--- src/rtl/fifo_drain_pkg.sv ---
// Shared types and constants for the FIFO drain streamer and its skid buffer.
package fifo_drain_pkg;

    localparam int DEF_FIFO_WIDTH = 16;
    localparam int DEF_LEN_W      = 8;
    localparam int SKID_DEPTH     = 2;
    localparam int SKID_PTR_W     = $clog2(SKID_DEPTH);
    localparam int SKID_CNT_W     = $clog2(SKID_DEPTH + 1);

    typedef enum logic [1:0] {
        IDLE  = 2'd0,
        RUN   = 2'd1,
        DRAIN = 2'd2,
        DONE  = 2'd3
    } state_t;

endpackage

--- src/rtl/fifo_drain_skid.sv ---
// Two-entry skid buffer: absorbs words already in flight from the FIFO while the sink stalls.
module fifo_drain_skid
    import fifo_drain_pkg::*;
#(
    parameter int WIDTH = DEF_FIFO_WIDTH
) (
    input  logic                  clk,
    input  logic                  rst,
    input  logic                  push,
    input  logic [WIDTH-1:0]      push_data,
    input  logic                  pop,
    output logic [WIDTH-1:0]      head_data,
    output logic                  head_valid,
    output logic [SKID_CNT_W-1:0] count
);

    logic [WIDTH-1:0]      entry_data [SKID_DEPTH];
    logic [SKID_PTR_W-1:0] wr_ptr_reg;
    logic [SKID_PTR_W-1:0] rd_ptr_reg;
    logic [SKID_CNT_W-1:0] count_reg;
    logic [SKID_CNT_W-1:0] count_next;
    logic                  do_push;
    logic                  do_pop;

    assign do_pop  = pop && (count_reg != '0);
    // A push into a full buffer is only legal when the head leaves in the same cycle.
    assign do_push = push && ((count_reg != SKID_CNT_W'(SKID_DEPTH)) || do_pop);

    for (genvar gi = 0; gi < SKID_DEPTH; gi++) begin : g_entry
        logic [WIDTH-1:0] data_reg;

        always_ff @(posedge clk) begin
            if (rst) begin
                data_reg <= '0;
            end else if (do_push && (wr_ptr_reg == SKID_PTR_W'(gi))) begin
                data_reg <= push_data;
            end
        end

        assign entry_data[gi] = data_reg;
    end

    always_comb begin
        count_next = count_reg;
        if (do_push && !do_pop) begin
            count_next = count_reg + 1'b1;
        end else if (do_pop && !do_push) begin
            count_next = count_reg - 1'b1;
        end
    end

    always_ff @(posedge clk) begin
        if (rst) begin
            wr_ptr_reg <= '0;
            rd_ptr_reg <= '0;
            count_reg  <= '0;
        end else begin
            if (do_push) begin
                wr_ptr_reg <= wr_ptr_reg + 1'b1;
            end
            if (do_pop) begin
                rd_ptr_reg <= rd_ptr_reg + 1'b1;
            end
            count_reg <= count_next;
        end
    end

    assign head_data  = entry_data[rd_ptr_reg];
    assign head_valid = (count_reg != '0);
    assign count      = count_reg;

endmodule

--- src/rtl/fifo_drain_streamer.sv ---
// Drains burst_len words from a 1-cycle-latency FIFO read port onto a valid/ready stream.
module fifo_drain_streamer
    import fifo_drain_pkg::*;
#(
    parameter int FIFO_WIDTH = DEF_FIFO_WIDTH,
    parameter int LEN_W      = DEF_LEN_W
) (
    input  logic                  clk,
    input  logic                  rst,
    input  logic                  start,
    input  logic [LEN_W-1:0]      burst_len,
    input  logic [FIFO_WIDTH-1:0] fifo_data_out,
    input  logic                  fifo_empty,
    input  logic                  fifo_underflow,
    output logic                  fifo_rd_en,
    output logic [FIFO_WIDTH-1:0] m_data,
    output logic                  m_valid,
    input  logic                  m_ready,
    output logic                  busy,
    output logic                  done,
    output logic                  err_underflow,
    output logic [LEN_W-1:0]      sent_count
);

    state_t                state_reg;
    state_t                state_next;
    logic [LEN_W-1:0]      len_reg;
    logic [LEN_W-1:0]      len_next;
    logic [LEN_W-1:0]      issued_reg;
    logic [LEN_W-1:0]      issued_next;
    logic [LEN_W-1:0]      sent_reg;
    logic [LEN_W-1:0]      sent_next;
    logic                  inflight_reg;
    logic                  err_reg;
    logic                  err_next;
    logic [SKID_CNT_W-1:0] buf_cnt;
    logic [SKID_CNT_W:0]   outstanding;
    logic                  pop;
    logic                  push;
    logic                  uf_hit;
    logic                  accept_start;

    assign pop          = m_valid & m_ready;
    assign push         = inflight_reg & ~fifo_underflow;
    assign uf_hit       = inflight_reg & fifo_underflow;
    assign accept_start = (state_reg == IDLE) & start;

    // Words buffered plus the one in flight, after this cycle's pop, must leave a free slot.
    assign outstanding = {1'b0, buf_cnt} + (SKID_CNT_W+1)'(inflight_reg) - (SKID_CNT_W+1)'(pop);
    assign fifo_rd_en  = (state_reg == RUN) & ~fifo_empty & (issued_reg < len_reg)
                       & (outstanding < (SKID_CNT_W+1)'(SKID_DEPTH));

    always_ff @(posedge clk) begin
        if (rst) begin
            state_reg <= IDLE;
        end else begin
            state_reg <= state_next;
        end
    end

    always_comb begin
        state_next = state_reg;
        case (state_reg)
            IDLE: begin
                if (start) begin
                    state_next = (burst_len == '0) ? DONE : RUN;
                end
            end
            RUN: begin
                // An underflowed final word rolls issued back, so stay to re-request it.
                if ((issued_reg == len_reg) && !uf_hit) begin
                    state_next = DRAIN;
                end
            end
            DRAIN: begin
                if ((buf_cnt == '0) && !inflight_reg) begin
                    state_next = DONE;
                end
            end
            DONE:    state_next = IDLE;
            default: state_next = IDLE;
        endcase
    end

    always_comb begin
        busy = (state_reg == RUN) || (state_reg == DRAIN);
        done = (state_reg == DONE);
    end

    always_comb begin
        len_next    = accept_start ? burst_len : len_reg;
        issued_next = issued_reg + LEN_W'(fifo_rd_en) - LEN_W'(uf_hit);
        sent_next   = sent_reg;
        err_next    = err_reg | uf_hit;
        if (pop && (sent_reg != len_reg)) begin
            sent_next = sent_reg + 1'b1;
        end
        if (accept_start) begin
            issued_next = '0;
            sent_next   = '0;
            err_next    = 1'b0;
        end
    end

    always_ff @(posedge clk) begin
        if (rst) begin
            len_reg      <= '0;
            issued_reg   <= '0;
            sent_reg     <= '0;
            inflight_reg <= 1'b0;
            err_reg      <= 1'b0;
        end else begin
            len_reg      <= len_next;
            issued_reg   <= issued_next;
            sent_reg     <= sent_next;
            inflight_reg <= fifo_rd_en;
            err_reg      <= err_next;
        end
    end

    fifo_drain_skid #(
        .WIDTH (FIFO_WIDTH)
    ) u_skid (
        .clk        (clk),
        .rst        (rst),
        .push       (push),
        .push_data  (fifo_data_out),
        .pop        (pop),
        .head_data  (m_data),
        .head_valid (m_valid),
        .count      (buf_cnt)
    );

    assign err_underflow = err_reg;
    assign sent_count    = sent_reg;

endmodule
--- config.mk ---
export PLATFORM = sky130hd
export DESIGN_NAME = fifo_drain_streamer
export DESIGN_NICKNAME = d
export VERILOG_FILES = /design/src/rtl/fifo_drain_pkg.sv /design/src/rtl/fifo_drain_skid.sv /design/src/rtl/fifo_drain_streamer.sv
export SDC_FILE = /design/constraint.sdc
export NUM_CORES = 1
export LEC_CHECK = 0
export BUFFER_PORTS_ARGS = -buffer_cell sky130_fd_sc_hd__buf_2
export CAP_MARGIN = 20
export CORE_MARGIN = 2
export CORE_UTILIZATION = 37
export CTS_CLUSTER_SIZE = 14
export DETAILED_ROUTE_END_ITERATION = 6
export GPL_TIMING_DRIVEN = 0
export PLACE_DENSITY = 0.58
export SKIP_CTS_REPAIR_TIMING = 1
export SLEW_MARGIN = 20
export SYNTH_ARGS = -nofsm -noshare
export SYNTH_HDL_FRONTEND = slang
export SYNTH_SLANG_ARGS = --single-unit
--- constraint.sdc ---
create_clock -name clk -period 4.2 [get_ports clk]
set_input_delay 0.21 -clock clk [delete_from_list [all_inputs] [get_ports clk]]
set_output_delay 0.21 -clock clk [all_outputs]
set_load 0.03 [all_outputs]
==> results of run 1 <==
==> tightest hold or removal path, stage by stage <==
cell and delay [ns]:
buf_2 0.09, mux2i_1 0.06, nor2_1 0.07
==> through the flow <==
step	cell area (um^2)	instances
global placement	3740	543
CTS	3930	558
floorplan	3320	377
finish	3940	558
global route	3940	558
detailed placement	3740	543
==> routing by layer <==
layer / vias to the layer above / wire, um / global-route usage
li1: 1424 / - / -
met1: 1283 / 3650 / 0.220
met2: 76 / 3690 / 0.276
met3: 12 / 434 / 0.0390
met4: 0 / 112 / 0.0516
met5: - / 0 / 0
==> cell usage after synthesis (3+ instances only) <==
cell type,number
inv_1,24
and2_1,3
mux2_2,16
nor3_1,4
nand3_1,29
dfxtp_1,64
and3_1,3
nor4_1,3
mux2i_1,18
xor2_1,9
a21oi_1,35
nor2_1,34
nor2b_1,6
nand2b_1,5
buf_2,7
nand2_1,32
ha_1,24
clkbuf_1,8
o21a_1,3
nand4_1,3
xnor2_1,12
o21ai_0,9
==> logic make-up after synthesis <==
family	Yosys count	synth area share
AO/OA/AOI/OAI	59	0.104
XOR/XNOR	21	0.0555
adder cells (fa/ha/maj)	26	0.103
flip-flops	64	0.386
buffers and inverters	42	0.0524
AND/OR/NAND/NOR	131	0.190
multiplexers	34	0.109
==> path summary, 6_finish.rpt <==
path                            slack, ns                                         from                                     endpoint  cells past startpoint
worst min register to register       0.46  u_skid.g_entry[1].data_reg[13]$_SDFFE_PP0P_  u_skid.g_entry[1].data_reg[13]$_SDFFE_PP0P_                      2
worst min-delay path                 0.12                             fifo_data_out[1]   u_skid.g_entry[0].data_reg[1]$_SDFFE_PP0P_                      3
worst max register to register       0.45                 u_skid.count[1]$_SDFFE_PP0P_                     issued_reg[6]$_SDFF_PP0_                     16
worst max-delay path                 0.45                 u_skid.count[1]$_SDFFE_PP0P_                     issued_reg[6]$_SDFF_PP0_                     16
==> power groups by stage <==
stage / registers (mW) / logic, mW / clock network [mW]
after floorplan: 0.734 / 0.656 / 0
after global placement: 0.746 / 0.827 / 0
after detailed placement: 0.749 / 0.844 / 0
after CTS: 0.734 / 0.852 / 0.524
after global routing: 0.746 / 0.964 / 0.548
final: 0.734 / 0.853 / 0.509
==> cell type report <==
| type | instances | area, um^2 | share of cell area |
|---|---|---|---|
| plain buffers | 17 | 80.1 | 0.0203 |
| well taps | 108 | 135 | 0.0343 |
| inverters | 25 | 93.8 | 0.0238 |
| multi-input cells | 271 | 1870 | 0.475 |
| clock inverters | 6 | 61.3 | 0.0156 |
| clock buffers | 9 | 124 | 0.0315 |
| repair buffers | 58 | 290 | 0.0737 |
| flip-flops and latches | 64 | 1280 | 0.325 |
==> impl_summary.txt, run 1 <==
----------------------------------------------------
[Clock network]
  Max clock buf depth ... 2
  Sinks on the clock net ... 64
  Worst-Skew Late Latency ... 0.34 ns
  Clock buffers created by TritonCTS ... 9
  Maximum level of the CTS H-tree ... 3
  CTS tree ... built
  Root buffer selected by CTS ... clkbuf_8
  Clock slew seen by the registers of the worst setup and hold paths ... about 0.070 ns

[Yosys]
  Number of distinct library cell variants in the gate-level netlist after synthesis ... 42
  Post-Synthesis Cell Area ... 3320 um^2
  Gate Count Post-Synth ... approximately 380
  Share of synthesized flip-flops with an asynchronous set or reset ... 0
  Fraction of synthesized cell area taken by the top area cell type ... 0.386
  Commonest register cell after synthesis ... dfxtp_1
  Library cell occupying the most area in the post-synthesis netlist ... dfxtp_1
  Post-synthesis net count ... 433
  Synthesis-stage register bit count ... 64
  Area contributors post-synth ... dfxtp_1 (39%), ha_1 (9.1%), mux2i_1 (5.4%)
  Count of flip-flops with a built-in enable after synthesis ... 0
  Post-Synthesis Mean Instance Area ... 8.80 um^2
  Warning count from the yosys run ... 0
  Sequential cell area fraction in the yosys report ... 0.386

[Die]
  Number of rows in the core area ... 34
  Core ar. ... between 8000 and 9000 um^2
  Die boundary width ... 98.7 um
  Die area ... ~9700 um^2
  Die Ht ... 98.7 um
  Effective utilization at floorplan ... 0.380
  # IOs ... 59

[Power and ir drop]
  Fraction of power consumed by sequential logic ... 0.350
  Power spent charging and discharging nets ... roughly 0.81 mW
  Max IR drop VDD ... between 0.3 and 0.4 mV
  Overall power consumption ... between 2 and 2.5 mW
  Combinational Power Share ... 0.407
  Share of total power in the clock network ... 0.243
  P_leak ... approximately 1.6 nW
  Power per unit of standard cell area ... roughly 530 nW/um^2
  Int Power ... roughly 1.3 mW
  Share of total power consumed by net switching ... 0.385

[STA]
  Normalized max-slew margin ... 0.526
  Maximum clock frequency ... between 0.2 and 0.3 GHz
  Final hold violations ... 0
  Setup repair after global routing missed its margin ... false
  Final-layout worst hold slack ... 0.123 ns
  PnR worst setup slack ... 0.451 ns
  Worst-margin pin slew ... between 0.7 and 0.8 ns
  Finish-stage setup viols ... 0
  Fin Setup TNS ... 0 ns
  Time the final worst path needs with I/O delays and setup ... ~3.7 ns
  Final Skew ... 0.00792 ns
  Fraction of the cycle the final worst path needs ... 0.893
  Final number of max-transition violations ... 0

[Finish]
  Max reg flops ... 32
  Final nets ... 502
  Most frequent standard cell in the layout excluding fill and tap cells ... buf_2
  Commonest non-fill, non-tap cells in the layout ... buf_2 (65), dfxtp_1 (64), a21oi_1 (35)
  Share of the core filled with cells in the final layout ... 0.451
  Ant. Diodes ... 0
  Proportion of layout cells with a drive suffix above 1 ... 0.233
  Synthesis-to-finish area growth ... 18.7%
  Fill cell instance count of the final layout ... 885

[Global routing]
  Wire length of the first global-routing pass ... around 13 mm
  Antenna violations before repair ... 0
  Pin count of the biggest net entering global routing ... 12
  Number of global-route vias before repair ... roughly 2.7k
  Aggregate global routing overflow ... 0
  GR Util All Layers ... 0.168

[Drt]
  Total iterations of the first detailed-routing run ... 4
  DRC ... 0
  Detailed Route Iter0 Violations ... 85
  Average wire per standard cell ... between 10 and 15 um
  Via count ... 2,795
  Total Wirelength ... about 7.9 mm
  Via-to-Cell Ratio ... 5.01
  Post-DRT Antenna Nets ... 0

[Setup path]
  Cells traversed along the worst timing path ... o21ai_2, inv_2, ha_1, nand2b_1, fa_1, xnor2_1, nand4_1, nor3_2, ha_1, inv_1, fa_1, nor2b_1, o21ai_0, a21oi_1, mux2i_1, o311ai_0
  Buf/Inv on CP ... 2
  CP Launch Type ... flop
  Worst stage delay on the critical path ... 0.40 ns
  Setup crit end kind ... flop
  Master of the slowest instance on the critical path ... fa_1
  Arrival time of data at the critical path endpoint ... between 3 and 4 ns
  WP data required ... 4.40 ns
  Crit path max-delay family ... adder cells
  WS Path Type ... reg2reg
  Biggest fanout along the worst timing path ... 7

[Place]
  Placer congestion estimate ... roughly 0.8
  Placement-stage worst setup slack ... between 0.2 and 0.25 ns
  Number of buffers added on ports ... 58
  HPWL after detailed placement ... slightly below 6 mm

[Flow run]
  Count of maximum capacitance violations ... 0

[Outcome]
  Run status ... finished clean

[Hold path]
  Worst min path class ... in2reg

----------------------------------------------------
Power figures use the tool's default switching activity.
==> run 2: changes to the inputs <==
--- a/config.mk
+++ b/config.mk
@@ -9,10 +9,8 @@
 export CAP_MARGIN = 20
 export CORE_MARGIN = 2
 export CORE_UTILIZATION = 37
-export CTS_CLUSTER_SIZE = 14
 export DETAILED_ROUTE_END_ITERATION = 6
 export GPL_TIMING_DRIVEN = 0
-export PLACE_DENSITY = 0.58
 export SKIP_CTS_REPAIR_TIMING = 1
 export SLEW_MARGIN = 20
 export SYNTH_ARGS = -nofsm -noshare
==> constraint.sdc (replaced) <==
create_clock -name clk -period 4.2 [get_ports clk]
set_input_delay 0.42 -clock clk [delete_from_list [all_inputs] [get_ports clk]]
set_output_delay 0.42 -clock clk [all_outputs]
set_load 0.03 [all_outputs]
==> impl_summary.txt, run 2 (synthesis results as in run 1) <==
----------------------------------------------------
[Global routing]
  Aggregate global routing overflow ... 0
  Pin count of the biggest net entering global routing ... 12
  GR Util All Layers ... 0.169
  Routing usage on met1 ... 0.222
  Number of global-route vias before repair ... about 2.7k
  Grt met3 use ... 0.0525
  Antenna violations before repair ... 0
  Wire length of the first global-routing pass ... roughly 13 mm
  Met2 usage in global routing ... 0.274
  Most used routing layer ... met2

[Clock network]
  Root buffer selected by CTS ... clkbuf_8
  Clock buffers created by TritonCTS ... 9
  Maximum level of the CTS H-tree ... 3
  Max clock buf depth ... 2
  Clock slew seen by the registers of the worst setup and hold paths ... 0.07 ns
  Sinks on the clock net ... 64
  CTS tree ... built
  Worst-Skew Late Latency ... about 0.34 ns

[Power and ir drop]
  Power per unit of standard cell area ... ~520 nW/um^2
  P_leak ... ~1.6 nW
  Max IR drop VDD ... 0.373 mV
  Overall power consumption ... 2.04 mW

[STA]
  Maximum clock frequency ... roughly 0.26 GHz
  PnR worst setup slack ... 0.359 ns
  Finish-stage setup viols ... 0
  Worst-margin pin slew ... around 0.66 ns
  Normalized max-slew margin ... 0.558
  Final Skew ... around 0.0068 ns
  Time the final worst path needs with I/O delays and setup ... a little under 4 ns
  Fraction of the cycle the final worst path needs ... 0.915
  Fin Setup TNS ... 0 ns
  Final hold violations ... 0
  Final-layout worst hold slack ... 0.338 ns
  Final number of max-transition violations ... 0
  Setup repair after global routing missed its margin ... false

[Finish]
  Commonest non-fill, non-tap cells in the layout ... buf_2 (65), dfxtp_1 (64), a21oi_1 (35)
  Final nets ... ~500
  Fill cell instance count of the final layout ... between 800 and 900
  Ant. Diodes ... 0
  Proportion of layout cells with a drive suffix above 1 ... 0.233
  Synthesis-to-finish area growth ... 18.0%
  Count of non-filler cells in the finished layout ... between 500 and 600
  Post-Layout Inst Area ... slightly below 4000 um^2
  Share of the core filled with cells in the final layout ... 0.449
  Max reg flops ... 32
  Most frequent standard cell in the layout excluding fill and tap cells ... buf_2

[Place]
  Number of buffers added on ports ... 58
  Placement-stage worst setup slack ... 0.0960 ns
  Post-place instance area ... approximately 3700 um^2
  Placer congestion estimate ... just over 0.8
  HPWL after detailed placement ... between 5 and 6 mm
  Placed Cells incl. Taps ... between 500 and 600

[Drt]
  Total Wirelength ... just under 8 mm
  Total iterations of the first detailed-routing run ... 6
  DRC ... 0
  Post-DRT Antenna Nets ... 0
  Via count ... approximately 2.8k
  Average wire per standard cell ... 14.2 um
  Detailed Route Iter0 Violations ... 94
  Via-to-Cell Ratio ... 5.04

[Die]
  Number of rows in the core area ... 34
  Die area ... a little under 10,000 um^2
  Die Ht ... between 90 and 100 um
  # IOs ... 59
  Die boundary width ... roughly 99 um
  Effective utilization at floorplan ... 0.380
  Core ar. ... approximately 8700 um^2

[Outcome]
  Run status ... finished clean

[Setup path]
  CP Launch Type ... flop
  Biggest fanout along the worst timing path ... 7
  Cells traversed along the worst timing path ... o21ai_2, inv_2, ha_1, nand2b_1, fa_1, xnor2_1, nand4_1, nor3_2, ha_1, inv_1, fa_1, nor2b_1, o21ai_0, a21oi_1, mux2i_1, o311ai_0
  Buf/Inv on CP ... 2
  Worst stage delay on the critical path ... around 0.42 ns
  WS Path Type ... reg2reg
  Master of the slowest instance on the critical path ... fa_1
  Arrival time of data at the critical path endpoint ... 4.04 ns
  Crit path max-delay family ... adder cells
  Setup crit end kind ... flop
  WP data required ... 4.40 ns
  Minimum setup slack among reg-to-reg paths ... about 0.36 ns

[Hold path]
  Worst min path class ... in2reg

[Flow run]
  Count of maximum capacitance violations ... 0

----------------------------------------------------
run 2: area by class of cell:
cell class,count,area (um^2),share of cell area
multi-input cells,271,1870,0.478
flip-flops and latches,64,1280,0.327
repair buffers,58,290,0.0742
well taps,108,135,0.0345
clock buffers,9,124,0.0317
inverters,25,93.8,0.0240
plain buffers,17,80.1,0.0205
clock inverters,6,37.5,0.00959
run 2: where the power goes:
| group | switching [mW] | internal [mW] | leakage [nW] |
|---|---|---|---|
| Combinational | 0.509 | 0.349 | 0.992 |
| Sequential | 0.0609 | 0.673 | 0.518 |
| Clock | 0.241 | 0.208 | 0.0886 |
| Total | 0.811 | 1.23 | 1.60 |
run 2: final timing paths:
check | from | cells past startpoint | endpoint
setup / recovery | u_skid.count[1]$_SDFFE_PP0P_ | 16 | issued_reg[6]$_SDFF_PP0_
setup reg to reg | u_skid.count[1]$_SDFFE_PP0P_ | 16 | issued_reg[6]$_SDFF_PP0_
hold / removal | fifo_data_out[14] | 3 | u_skid.g_entry[0].data_reg[14]$_SDFFE_PP0P_
hold reg to reg | u_skid.g_entry[1].data_reg[15]$_SDFFE_PP0P_ | 2 | u_skid.g_entry[1].data_reg[15]$_SDFFE_PP0P_
run 2: worst register-to-register path: stages (launching register included):
cell,delay [ns]
dfxtp_1,0.39
o21ai_2,0.28
inv_2,0.11
ha_1,0.28
nand2b_1,0.16
fa_1,0.40
xnor2_1,0.19
nand4_1,0.16
nor3_2,0.19
ha_1,0.21
inv_1,0.06
fa_1,0.42
nor2b_1,0.15
o21ai_0,0.12
a21oi_1,0.24
mux2i_1,0.22
o311ai_0,0.15
run 2: routing by layer:
layer / vias up / routed length [um]
li1: 1426 / -
met1: 1303 / 3810
met2: 74 / 3590
met3: 7 / 437
met4: 0 / 80
met5: - / 0
==> run 3: changes to the inputs <==
--- a/config.mk
+++ b/config.mk
@@ -5,13 +5,14 @@
 export SDC_FILE = /design/constraint.sdc
 export NUM_CORES = 1
 export LEC_CHECK = 0
+export ABC_AREA = 1
 export BUFFER_PORTS_ARGS = -buffer_cell sky130_fd_sc_hd__buf_2
 export CAP_MARGIN = 20
 export CORE_MARGIN = 2
 export CORE_UTILIZATION = 37
+export CTS_BUF_LIST = sky130_fd_sc_hd__clkbuf_16
 export DETAILED_ROUTE_END_ITERATION = 6
 export GPL_TIMING_DRIVEN = 0
-export SKIP_CTS_REPAIR_TIMING = 1
 export SLEW_MARGIN = 20
 export SYNTH_ARGS = -nofsm -noshare
 export SYNTH_HDL_FRONTEND = slang
==> impl_summary.txt, run 3 <==
----------------------------------------------------
[Outcome]
  Run status ... finished clean

[Finish]
  Most frequent standard cell in the layout excluding fill and tap cells ... nand2_1
  Proportion of layout cells with a drive suffix above 1 ... 0.190
  Fill cell instance count of the final layout ... 942
  Commonest non-fill, non-tap cells in the layout ... nand2_1 (79), inv_1 (67), dfxtp_1 (64)
  Final nets ... around 600
  Synthesis-to-finish area growth ... 21.4%
  Max reg flops ... 32
  Ant. Diodes ... 0

[Die]
  Die area ... around 10,000 um^2
  Die boundary width ... around 100 um
  # IOs ... 59
  Effective utilization at floorplan ... 0.379
  Core ar. ... between 9000 and 10,000 um^2
  Die Ht ... roughly 100 um
  Number of rows in the core area ... 35

[Place]
  HPWL after detailed placement ... 6.30 mm
  Placer congestion estimate ... 0.822
  Placement-stage worst setup slack ... 0.259 ns
  Number of buffers added on ports ... 58

[Setup path]
  WP data required ... between 4 and 5 ns
  Setup crit end kind ... flop
  CP Launch Type ... flop
  Arrival time of data at the critical path endpoint ... between 4 and 5 ns
  Minimum setup slack among reg-to-reg paths ... between 0.4 and 0.5 ns
  R2R Path Start ... u_skid.count[1]$_SDFFE_PP0P_
  Biggest fanout along the worst timing path ... 10
  R2R Path End ... issued_reg[6]$_SDFF_PP0_
  Cells on worst reg2reg path ... 22
  WS Path Type ... reg2reg

[Yosys]
  Synth top cells by count ... nand2_1 (79), inv_1 (66), dfxtp_1 (64), nor2_1 (47), a21oi_1 (46)
  Post-Synthesis Cell Area ... 3490 um^2
  Most common cell in the netlist ... nand2_1
  Number of distinct library cell variants in the gate-level netlist after synthesis ... 36
  Library cell occupying the most area in the post-synthesis netlist ... dfxtp_1
  Area contributors post-synth ... dfxtp_1 (37%), ha_1 (8.6%), nand2_1 (8.5%)
  Share of synthesized flip-flops with an asynchronous set or reset ... 0
  Fraction of synthesized cell area taken by the top area cell type ... 0.368
  Commonest register cell after synthesis ... dfxtp_1
  Sequential cell area fraction in the yosys report ... 0.368
  Post-Synthesis Mean Instance Area ... approximately 7.4 um^2
  Synthesis-stage register bit count ... 64
  Gate Count Post-Synth ... around 470
  Count of flip-flops with a built-in enable after synthesis ... 0
  Warning count from the yosys run ... 0
  Post-synthesis net count ... around 530

[Power and ir drop]
  Combinational Power Share ... 0.356
  Power per unit of standard cell area ... about 560 nW/um^2
  Max IR drop VDD ... approximately 0.25 mV
  Int Power ... approximately 1.5 mW
  Power spent charging and discharging nets ... between 0.8 and 0.9 mW
  Share of total power in the clock network ... 0.331
  Overall power consumption ... 2.36 mW
  Share of total power consumed by net switching ... 0.367
  P_leak ... slightly below 2 nW
  Fraction of power consumed by sequential logic ... 0.313

[STA]
  Fin Setup TNS ... 0 ns
  Final Skew ... 0.00721 ns
  Time the final worst path needs with I/O delays and setup ... about 3.8 ns
  Finish-stage setup viols ... 0
  Normalized max-slew margin ... 0.643
  Worst-margin pin slew ... 0.535 ns
  Final hold violations ... 0
  Setup repair after global routing missed its margin ... false
  Fraction of the cycle the final worst path needs ... 0.901
  Final number of max-transition violations ... 0
  PnR worst setup slack ... 0.418 ns
  Maximum clock frequency ... ~0.26 GHz

[Drt]
  DRC ... 0
  Via-to-Cell Ratio ... 4.78
  Via count ... roughly 3.1k
  Detailed Route Iter0 Violations ... slightly below 90
  Average wire per standard cell ... ~13 um
  Total Wirelength ... approximately 8.3 mm
  Total iterations of the first detailed-routing run ... 4
  Post-DRT Antenna Nets ... 0

[Clock network]
  Clock slew seen by the registers of the worst setup and hold paths ... ~0.060 ns
  CTS tree ... built
  Root buffer selected by CTS ... clkbuf_16
  Maximum level of the CTS H-tree ... 3
  # hold bufs at CTS ... 0
  Worst-Skew Late Latency ... about 0.33 ns
  Setup repair bufs after CTS ... 0
  Max clock buf depth ... 2
  Clock buffers created by TritonCTS ... 9
  Number of instances resized during post-cts repair ... 0
  Sinks on the clock net ... 64

[Global routing]
  GR Util All Layers ... 0.174
  Number of global-route vias before repair ... between 2k and 3k
  Wire length of the first global-routing pass ... between 10 and 15 mm
  Antenna violations before repair ... 0
  Aggregate global routing overflow ... 0
  Pin count of the biggest net entering global routing ... 12

[Hold path]
  Endpoint of the worst hold path ... u_skid.g_entry[1].data_reg[8]$_SDFFE_PP0P_
  Worst Min Path Start ... fifo_data_out[8]
  Worst Hold Depth ... 3
  Worst min path class ... in2reg

[Flow run]
  Count of maximum capacitance violations ... 0

----------------------------------------------------
[run 3: changes by cell type in the layout (fill, tap and decap cells not counted), sizes merged, moves of 4 or more]
cell / change
nand2b: -5
inv: +46
nor2: +18
mux2i: -18
xor2: -4
nor2b: -6
xnor2: -8
mux2: -16
nand3: -8
o21ai: +54
a21oi: +15
nand2: +54
[run 3: how the worst max path moves through the flow]
stage                                       startpoint                       end  slack, ns  cells past startpoint
final                     u_skid.count[1]$_SDFFE_PP0P_  issued_reg[6]$_SDFF_PP0_       0.42                     22
after global routing      u_skid.count[1]$_SDFFE_PP0P_  issued_reg[6]$_SDFF_PP0_       0.02                     22
after CTS                 u_skid.count[1]$_SDFFE_PP0P_  issued_reg[6]$_SDFF_PP0_       0.25                     22
after detailed placement  u_skid.count[1]$_SDFFE_PP0P_  issued_reg[6]$_SDFF_PP0_       0.26                     22
after global placement    u_skid.count[1]$_SDFFE_PP0P_  issued_reg[6]$_SDFF_PP0_       0.28                     22
after floorplan           u_skid.count[1]$_SDFFE_PP0P_  issued_reg[6]$_SDFF_PP0_       0.24                     22
[run 3: power by group through the flow]
stage               clock network (mW)  logic (mW)  registers [mW]
global route                     0.822       0.964           0.747
detailed placement                   0       0.844           0.750
finish                           0.781       0.839           0.736
global placement                     0       0.824           0.749
floorplan                            0       0.643           0.741
CTS                              0.798       0.848           0.737
[run 3: logic make-up (layout without fill, tap and decap cells)]
logic type      after synthesis  in the layout  share of synthesized area
fa+ha+maj                    26             26                     0.0976
simple gates                170            170                      0.224
compound gates              118            118                      0.179
xor+xnor                      9              9                     0.0226
flops                        64             64                      0.368
buf+inv                      85            159                      0.109
[run 3: metal layers]
layer  vias to the layer above  track usage  routed length, um
li1                       1658            -                  -
met1                      1397        0.215               3720
met2                        77        0.296               4090
met3                         7       0.0430                416
met4                         0       0.0530                 96
met5                         -            0                  0
[run 3: worst max-delay path, cell delays in order (launching register included)]
cell and delay (ns):
dfxtp_1 0.40, inv_2 0.09, nand2_4 0.08, nand2_4 0.05
inv_1 0.15, buf_4 0.22, ha_1 0.24, or2_2 0.30
fa_1 0.48, nand2_1 0.05, nor3_1 0.13, nand4_1 0.17
nor2_2 0.15, ha_1 0.18, inv_1 0.06, fa_1 0.38
inv_1 0.10, nand3_1 0.07, nand2_1 0.11, nand3_1 0.11
nand2_1 0.08, nand2_1 0.04, a21oi_1 0.10
[run 3: stage by stage]
stage / hold WS (ns) / std cells / instance area [um^2] / utilization
floorplan: 0.425 / 472 / 3490 / -
global placement: 0.434 / 641 / 3920 / 0.426
detailed placement: 0.440 / 641 / 3920 / 0.426
CTS: 0.331 / 657 / 4230 / 0.460
global route: 0.344 / 657 / 4230 / 0.460
finish: 0.336 / 657 / 4230 / 0.460
[run 3: cell type report]
type | count | area (um^2) | area share
clock buffers | 9 | 225 | 0.0532
multi-input cells | 323 | 1830 | 0.432
well taps | 111 | 139 | 0.0328
plain buffers | 15 | 113 | 0.0266
inverters | 70 | 270 | 0.0638
clock inverters | 7 | 87.6 | 0.0207
flip-flops and latches | 64 | 1280 | 0.303
repair buffers | 58 | 290 | 0.0686
